==> src/rtl/shift_unit.sv <==
// Multicycle shifter: picks one of NSRC operand sources, then performs a logical,
// arithmetic or rotate shift of up to STEP bit positions per clock until the
// requested amount is consumed. Start/done handshake toward the control unit.
module shift_unit #(
   parameter int unsigned WIDTH = 32,
   parameter int unsigned NSRC  = 3,
   parameter int unsigned SEL_W = 2,
   parameter int unsigned STEP  = 1
) (
   input  logic                       clk_i,
   input  logic                       reset_ni,
   input  logic                       start_i,
   input  logic [SEL_W-1:0]           src_sel_i,
   input  logic [NSRC*WIDTH-1:0]      src_data_i,
   input  logic [$clog2(WIDTH)-1:0]   shamt_i,
   input  logic [2:0]                 op_i,
   output logic [WIDTH-1:0]           result_o,
   output logic                       busy_o,
   output logic                       done_o,
   output logic                       sel_err_o
);

   localparam int unsigned ShW = $clog2(WIDTH);

   localparam logic [2:0] OpLoad = 3'b000;
   localparam logic [2:0] OpSll  = 3'b001;
   localparam logic [2:0] OpSrl  = 3'b010;
   localparam logic [2:0] OpSra  = 3'b011;
   localparam logic [2:0] OpRol  = 3'b100;
   localparam logic [2:0] OpRor  = 3'b101;

   typedef enum logic [1:0] {StIdle, StShift, StDone} state_e;

   state_e           state_q;
   logic [WIDTH-1:0] result_q;
   logic [2:0]       op_q;
   logic [ShW-1:0]   rem_q;
   logic             busy_q;
   logic             done_q;
   logic             sel_err_q;

   logic [WIDTH-1:0] sel_data;
   logic             sel_bad;
   logic             is_load;
   logic [ShW-1:0]   step_k;
   logic [ShW-1:0]   rot_k;
   logic [WIDTH-1:0] shifted;

   // Operand source mux; out-of-range selects yield zero and raise the error flag.
   always_comb begin
      sel_data = '0;
      for (int unsigned i = 0; i < NSRC; i++) begin
         if (src_sel_i == SEL_W'(i)) begin
            sel_data = src_data_i[i*WIDTH +: WIDTH];
         end
      end
      sel_bad = (32'(src_sel_i) >= NSRC);
      // Codes 110 and 111 behave as LOAD.
      is_load = (op_i == OpLoad) || (op_i[2:1] == 2'b11);
   end

   // Per-cycle shift distance k = min(STEP, rem) and the shifted working value.
   always_comb begin
      if ({1'b0, rem_q} <= (ShW+1)'(STEP)) begin
         step_k = rem_q;
      end else begin
         step_k = ShW'(STEP);
      end
      // Complementary rotate distance WIDTH-k; only used while k is non-zero.
      rot_k = ShW'(0) - step_k;
      unique case (op_q)
         OpSll:   shifted = result_q << step_k;
         OpSrl:   shifted = result_q >> step_k;
         OpSra:   shifted = unsigned'($signed(result_q) >>> step_k);
         OpRol:   shifted = (result_q << step_k) | (result_q >> rot_k);
         OpRor:   shifted = (result_q >> step_k) | (result_q << rot_k);
         default: shifted = result_q;
      endcase
   end

   // Control FSM with registered result and status outputs.
   always_ff @(posedge clk_i) begin
      if (!reset_ni) begin
         state_q   <= StIdle;
         result_q  <= '0;
         op_q      <= OpLoad;
         rem_q     <= '0;
         busy_q    <= 1'b0;
         done_q    <= 1'b0;
         sel_err_q <= 1'b0;
      end else begin
         done_q <= 1'b0;
         unique case (state_q)
            StIdle, StDone: begin
               if (start_i) begin
                  result_q  <= sel_bad ? '0 : sel_data;
                  sel_err_q <= sel_bad;
                  op_q      <= op_i;
                  rem_q     <= shamt_i;
                  if (is_load || (shamt_i == '0)) begin
                     state_q <= StDone;
                     done_q  <= 1'b1;
                     busy_q  <= 1'b0;
                  end else begin
                     state_q <= StShift;
                     busy_q  <= 1'b1;
                  end
               end else begin
                  state_q <= StIdle;
               end
            end
            StShift: begin
               result_q <= shifted;
               rem_q    <= rem_q - step_k;
               if (rem_q == step_k) begin
                  state_q <= StDone;
                  done_q  <= 1'b1;
                  busy_q  <= 1'b0;
               end
            end
            default: begin
               state_q <= StIdle;
               busy_q  <= 1'b0;
            end
         endcase
      end
   end

   assign result_o  = result_q;
   assign busy_o    = busy_q;
   assign done_o    = done_q;
   assign sel_err_o = sel_err_q;

endmodule

==> config.mk <==
export PLATFORM = sky130hd
export DESIGN_NAME = shift_unit
export DESIGN_NICKNAME = d
export VERILOG_FILES = /design/src/rtl/shift_unit.sv
export SDC_FILE = /design/constraint.sdc
export NUM_CORES = 1
export LEC_CHECK = 0
export ABC_AREA = 1
export BUFFER_PORTS_ARGS = -buffer_cell sky130_fd_sc_hd__buf_2
export CORE_MARGIN = 2
export CORE_UTILIZATION = 56
export CTS_BUF_LIST = sky130_fd_sc_hd__clkbuf_2 sky130_fd_sc_hd__clkbuf_4 sky130_fd_sc_hd__clkbuf_8
export DETAILED_ROUTE_END_ITERATION = 7
export PLACE_DENSITY = 0.84
export SETUP_SLACK_MARGIN = 0.4
export SLEW_MARGIN = 25
export SYNTH_ARGS = -nofsm -noshare
export SYNTH_HDL_FRONTEND = slang
export SYNTH_SLANG_ARGS = --single-unit
==> constraint.sdc <==
create_clock -name clk_i -period 3.53 [get_ports clk_i]
set_input_delay 0.353 -clock clk_i [delete_from_list [all_inputs] [get_ports clk_i]]
set_output_delay 0.353 -clock clk_i [all_outputs]
set_load 0.01 [all_outputs]
; Yosys cells after proc, flatten, opt, wreduce, memory -nomap -nowiden
; Index checks and enable logic that the tools add are counted.
[word_totals]
ramBits = 0
latchBits = 0
mem_bits_ro = 0
reg_bits = 45
n_memories = 0
elab_cells = 66
[classes]
order_cmp = 2
eq_ne = 14
div_mod_pow = 0
n_reduce_logical = 12
multipliers = 0
muxes = 22
bitwise_logic = 2
shifts = 5
add_sub_neg = 2
[ops]
columns = operator, n
row1 = 2-to-1 mux 32 bit, 5
row2 = one-hot mux 32 bit (5 select lines), 1
row3 = bitwise OR 32 bit, 2
row4 = one-hot mux 32 bit (2 select lines), 1
row5 = << shifter 32 x 5 -> 32 bit, 2
row6 = right shift 32 x 5 -> 32 bit, 2
row7 = >>> shifter 32 x 5 -> 32 bit, 1
row8 = 2-to-1 mux 5 bit, 2
row9 = one-hot mux 5 bit (2 select lines), 1
row10 = == test 2 bit (second input constant), 3
row11 = == test 3 x 2 -> 1 bit (second input constant), 2
row12 = == test 3 bit (second input constant), 2
row13 = 2-to-1 mux 1 bit, 6
row14 = 2-to-1 mux 2 bit, 3
row15 = != test 6 x 1 -> 1 bit (second input constant), 1
row16 = AND reduction 2 bit, 3
row17 = == test 5 bit, 1
row18 = less-or-equal comparator 5 x 1 -> 1 bit (second input constant), 1
row19 = zero test 5 bit, 1
row20 = subtractor 1 x 5 -> 5 bit (first input constant), 1
row21 = subtractor 5 bit, 1
row22 = == test 2 x 1 -> 1 bit (second input constant), 2
row23 = zero test 2 bit, 2
row24 = != test 2 bit (second input constant), 2
row25 = 9 further kinds, 11

; Depth between registers and ports, before layout
[depth]
depth_word = 7
ltp_mapped = 20

; Least setup slack after synthesis
; OpenSTA, ideal clock, no wires.
[synth_path]
kind = register to register
from = register rem_q[1]
to = register result_q[30], in the netlist result_o[30]
path_stages_with_launch = 21
path_buffers = 4
slack_ns = 1.002
required_ns = 3.464
t_arrival_ns = 2.461
period_less_slack_ns = 2.528
cell_sequence = dfxtp_1 nor2_4 nand2_4 nor2_8 buf_2 buf_2 ha_1 buf_2 inv_1 clkbuf_1 nand2_1 inv_2 nand3_1 nand2_1 nor2_1 nand2_1 nand2_1 nand2_1 nand3_1 nand2_1 a21oi_2
[synth_via]
elab_chain_cells = 7
elab_cells_between_ends = 12
cone_classes = add/sub (1) / order compare (1) / shift (5) / mux (3) / bitwise (2)
[synth_lines]
columns = element, line_no
row1 = from (decl), 37  ; logic [ShW-1:0] rem_q;
row2 = from (signal assigned), 99  ; rem_q <= shamt_i;
row3 = from (signal assigned), 114  ; rem_q <= rem_q - step_k;
row4 = less-or-equal comparator 5 x 1 -> 1 bit, 64  ; if ({1'b0, rem_q} <= (ShW+1)'(STEP)) begin
row5 = 2-to-1 mux 5 bit (*), 64
row6 = subtractor 1 x 5 -> 5 bit, 70  ; rot_k = ShW'(0) - step_k;
row7 = << shifter 32 x 5 -> 32 bit or right shift 32 x 5 -> 32 bit (tied branches), "76, 75"
row8 = bitwise OR 32 bit (on tied branches), "76, 75"
row9 = one-hot mux 32 bit (5 select lines) (*), 71  ; unique case (op_q)
row10 = one-hot mux 32 bit (2 select lines) (*), 93  ; unique case (state_q)
row11 = to (signal assigned), 96  ; result_q <= sel_bad ? '0 : sel_data;
row12 = to (signal assigned), 113  ; result_q <= shifted;
row13 = to (decl), 35  ; logic [WIDTH-1:0] result_q;
; Every way passes the cells marked *; elsewhere a longest branch is shown, timed or not.
; A chain may end at the register's enable or synchronous reset.

; Worst setup path after layout
[layout_path]
from = register rem_q[1]
to = register result_q[1], in the netlist result_o[1]
; The elaborated chain is that of the path after synthesis.

==> results.json <==
{
  "outcome": "finished with violations",
  "violations": "DRC",
  "grt_usage_pct": 44.49,
  "hold_class": "input pin to flop",
  "overflow": 0,
  "synth-warning-count": 0,
  "hpwl_microns": 18500,
  "async_reset_ff_share_pct": 0,
  "syn2layout_area_growth_pct": 15.69,
  "initial_core_util_pct": 57.74,
  "htree_num_levels": 2,
  "core.rowCount": 36,
  "diodes": 0,
  "cts_setup_buffers": 0,
  "netlist_area_sq_um": 5644,
  "gp_congestion": 1.050,
  "die_x_microns": 104.4,
  "startpoint_type": "flop",
  "synth_flop_cell": "dfxtp_1",
  "setup_viol": 0,
  "clock_path_buffers": 2,
  "final.setup.tns_ps": 0,
  "worst_pin_slew_ps": 894.4,
  "nets": 1300,
  "grt_max_degree": 55,
  "drt-pass1-iter-count": 8,
  "drive_above_1_share_pct": 18.08,
  "leakage_nw": 3.401,
  "die_y_microns": 104.4,
  "cp.required_ps": 3790,
  "drc": 1,
  "hold_violations": 0,
  "fin_util_pct": 66.81,
  "ys_ff_latch": 45,
  "fin_crit_ps": 2876,
  "hold_buffers": 0,
  "power.density_nw_per_um2": 486.9,
  "syn-num-nets": 1190,
  "grt_pass1_wl_microns": 38830,
  "arrival_ps": 3140,
  "fin_crit_sh_pct": 81.47,
  "dr_total_vias": 8166,
  "cts_inserted_buffers": 5,
  "max_cap_violations": 0,
  "worst-path-buf-inv": 2,
  "path_class": "flop to flop",
  "crit_family": "simple AND/OR/NAND/NOR gates",
  "clkSinkCount": 45,
  "rsz0062_at_grt": "no",
  "end_kind": "flop",
  "drtIter0Drc": 1207,
  "cpMostUsedCell": "nand2_1",
  "avgViaCountPerCell": 6.177,
  "core-area_sq_um": 9774,
  "cp_max_fo": 14,
  "max_freq_mhz": 347.7,
  "filler_cell_count": 985,
  "synthCells": 1078,
  "first_global_vias": 7435,
  "vdd_drop_max_v": 0.0002677,
  "fin_skew_ps": 11.81,
  "synth-edff-count": 0,
  "routed_wirelength_microns": 24640,
  "power.total_mw": 3.179,
  "avgSynthCellArea_sq_um": 5.236,
  "synth_cell_type_count": 46,
  "crit_slowest_cell": "dfxtp_1",
  "path_clk_slew_ps": 100,
  "cts_tree": "built",
  "port-buffer-count": 143,
  "die-area_sq_um": 10900,
  "pin_count": 144,
  "wl_per_cell_microns": 18.64,
  "ys_seq_area_share_pct": 15.96,
  "drv_slew": 0,
  "path_cells": "nor2_4 -> nand2_4 -> nor2_8 -> ha_1 -> buf_4 -> nand2_1 -> inv_2 -> nand2_1 -> nand2_1 -> nor2_1 -> o21ai_1 -> nand2_1 -> o21ai_0 -> a21oi_1 -> nor2_1",
  "slowest_delay_ps": 390,
  "grt_antenna_before_repair": 0,
  "drtAntennaViolNets": 0,
  "post_cts_resized": 0,
  "clk_latency_ps": 330,
  "cts-root-buf": "clkbuf_8",
  "slew_headroom_pct": 40.31
}
layout by cell type (no fill, tap or decap), types with 3 or more instances in the layout:
cell type / count
clkbuf_8: 5
nor4_1: 3
nor2_2: 6
inv_2: 5
dfxtp_1: 45
o21ai_1: 16
o22ai_1: 5
a21oi_1: 49
nand3_1: 130
a31oi_1: 12
and2_1: 5
ha_1: 3
nand4_1: 19
nand3b_1: 6
a211oi_1: 3
buf_2: 143
o21ai_2: 4
a221oi_1: 5
buf_4: 24
nor2_1: 54
nor2_4: 3
o211ai_1: 9
nor3_1: 5
inv_1: 87
nand2_2: 13
nand2_1: 427
o21ai_0: 78
final timing paths:
kind / cells after the start / start / slack (ps) / to
worst max-delay path: 15 / rem_q[1]$_SDFFE_PN0P_ / 650 / result_o[1]$_SDFFE_PN0P_
worst min-delay path: 3 / shamt_i[0] / 320 / rem_q[0]$_SDFFE_PN0P_
worst max register to register: 15 / rem_q[1]$_SDFFE_PN0P_ / 650 / result_o[1]$_SDFFE_PN0P_
worst min register to register: 2 / busy_o$_SDFFE_PN0P_ / 480 / busy_o$_SDFFE_PN0P_
final cells by class:
| type | count | area [sq um] | share of cell area [%] |
|---|---|---|---|
| Multi-Input combinational cell | 876 | 4086 | 62.58 |
| Tap cell | 133 | 166.4 | 2.548 |
| Inverter | 92 | 345.3 | 5.288 |
| Timing Repair Buffer | 168 | 915.9 | 14.03 |
| Clock inverter | 2 | 38.79 | 0.5940 |
| Clock buffer | 6 | 76.32 | 1.169 |
| Sequential cell | 45 | 900.9 | 13.80 |
synthesized netlist by cell type (all sizes together), types with 2 or more instances:
master	instances	share of area (%)
nand2	442	30
nand3	133	12
o21ai	98	9.0
inv	92	6.1
nor2	64	5.0
a21oi	51	4.7
dfxtp	45	16
clkbuf	36	2.4
buf	29	3.4
nand4	19	2.1
a31oi	12	1.3
o211ai	9	1.2
nand3b	6	0.80
a221oi	5	0.78
and2	5	0.55
nor3	5	0.44
o22ai	5	0.55
a211oi	3	0.40
ha	3	0.67
nor4	3	0.33
a32oi	2	0.31
o221ai	2	0.31
metrics by stage:
step                std cells  setup WS (ps)  cell area (sq um)  hold WS (ps)
CTS                      1322          799.5               6525         318.1
finish                   1322          654.2               6530         321.8
global placement         1314          865.1               6410         468.5
floorplan                1078           1002               5644         473.2
global route             1322          452.2               6530         334.2
detailed placement       1314          828.8               6410         467.0
flip-flops by register name, indices dropped and copies added, names as in the netlist:
signal     flops
done_o         1
busy_o         1
op_q           3
state_q        2
rem_q          5
result_o      32
sel_err_o      1
kinds of logic after synthesis:
logic type / Yosys count / share of synthesized area, %
AOI/OAI and AO/OA: 194 / 19.51
xor gates and xnor gates: 1 / 0.1552
adders and majority gates: 3 / 0.6651
buffers and inverters: 157 / 11.95
DFF: 45 / 15.96
other: 1 / 0.06644
and+or+nand+nor: 677 / 51.70
power by group:
group	switching [mW]	leakage, nW	internal, mW	total (mW)
registers	0.113	0.373	0.580	0.692
clock network	0.210	0.0588	0.221	0.430
logic	1.43	2.97	0.626	2.06
routing by layer:
| metal | up-vias | share of wire (%) | routed length, microns | track usage (%) |
|---|---|---|---|---|
| met4 | 0 | 4.7 | 1162 | 20.56 |
| met5 | - | 0 | 0 | 0 |
| met3 | 127 | 15 | 3721 | 11.22 |
| met1 | 3582 | 38 | 9328 | 57.86 |
| met2 | 687 | 42 | 10430 | 68.86 |
| li1 | 3770 | - | - | - |
worst reg2reg max path, stage by stage (launching register included):
cell and delay [ps]:
dfxtp_1 390, nor2_4 330, nand2_4 140, nor2_8 110, ha_1 210, buf_4 250, nand2_1 120, inv_2 300
nand2_1 110, nand2_1 80, nor2_1 40, o21ai_1 70, nand2_1 100, o21ai_0 350, a21oi_1 110, nor2_1 100
Note: power is estimated with default switching activity, not from simulation.
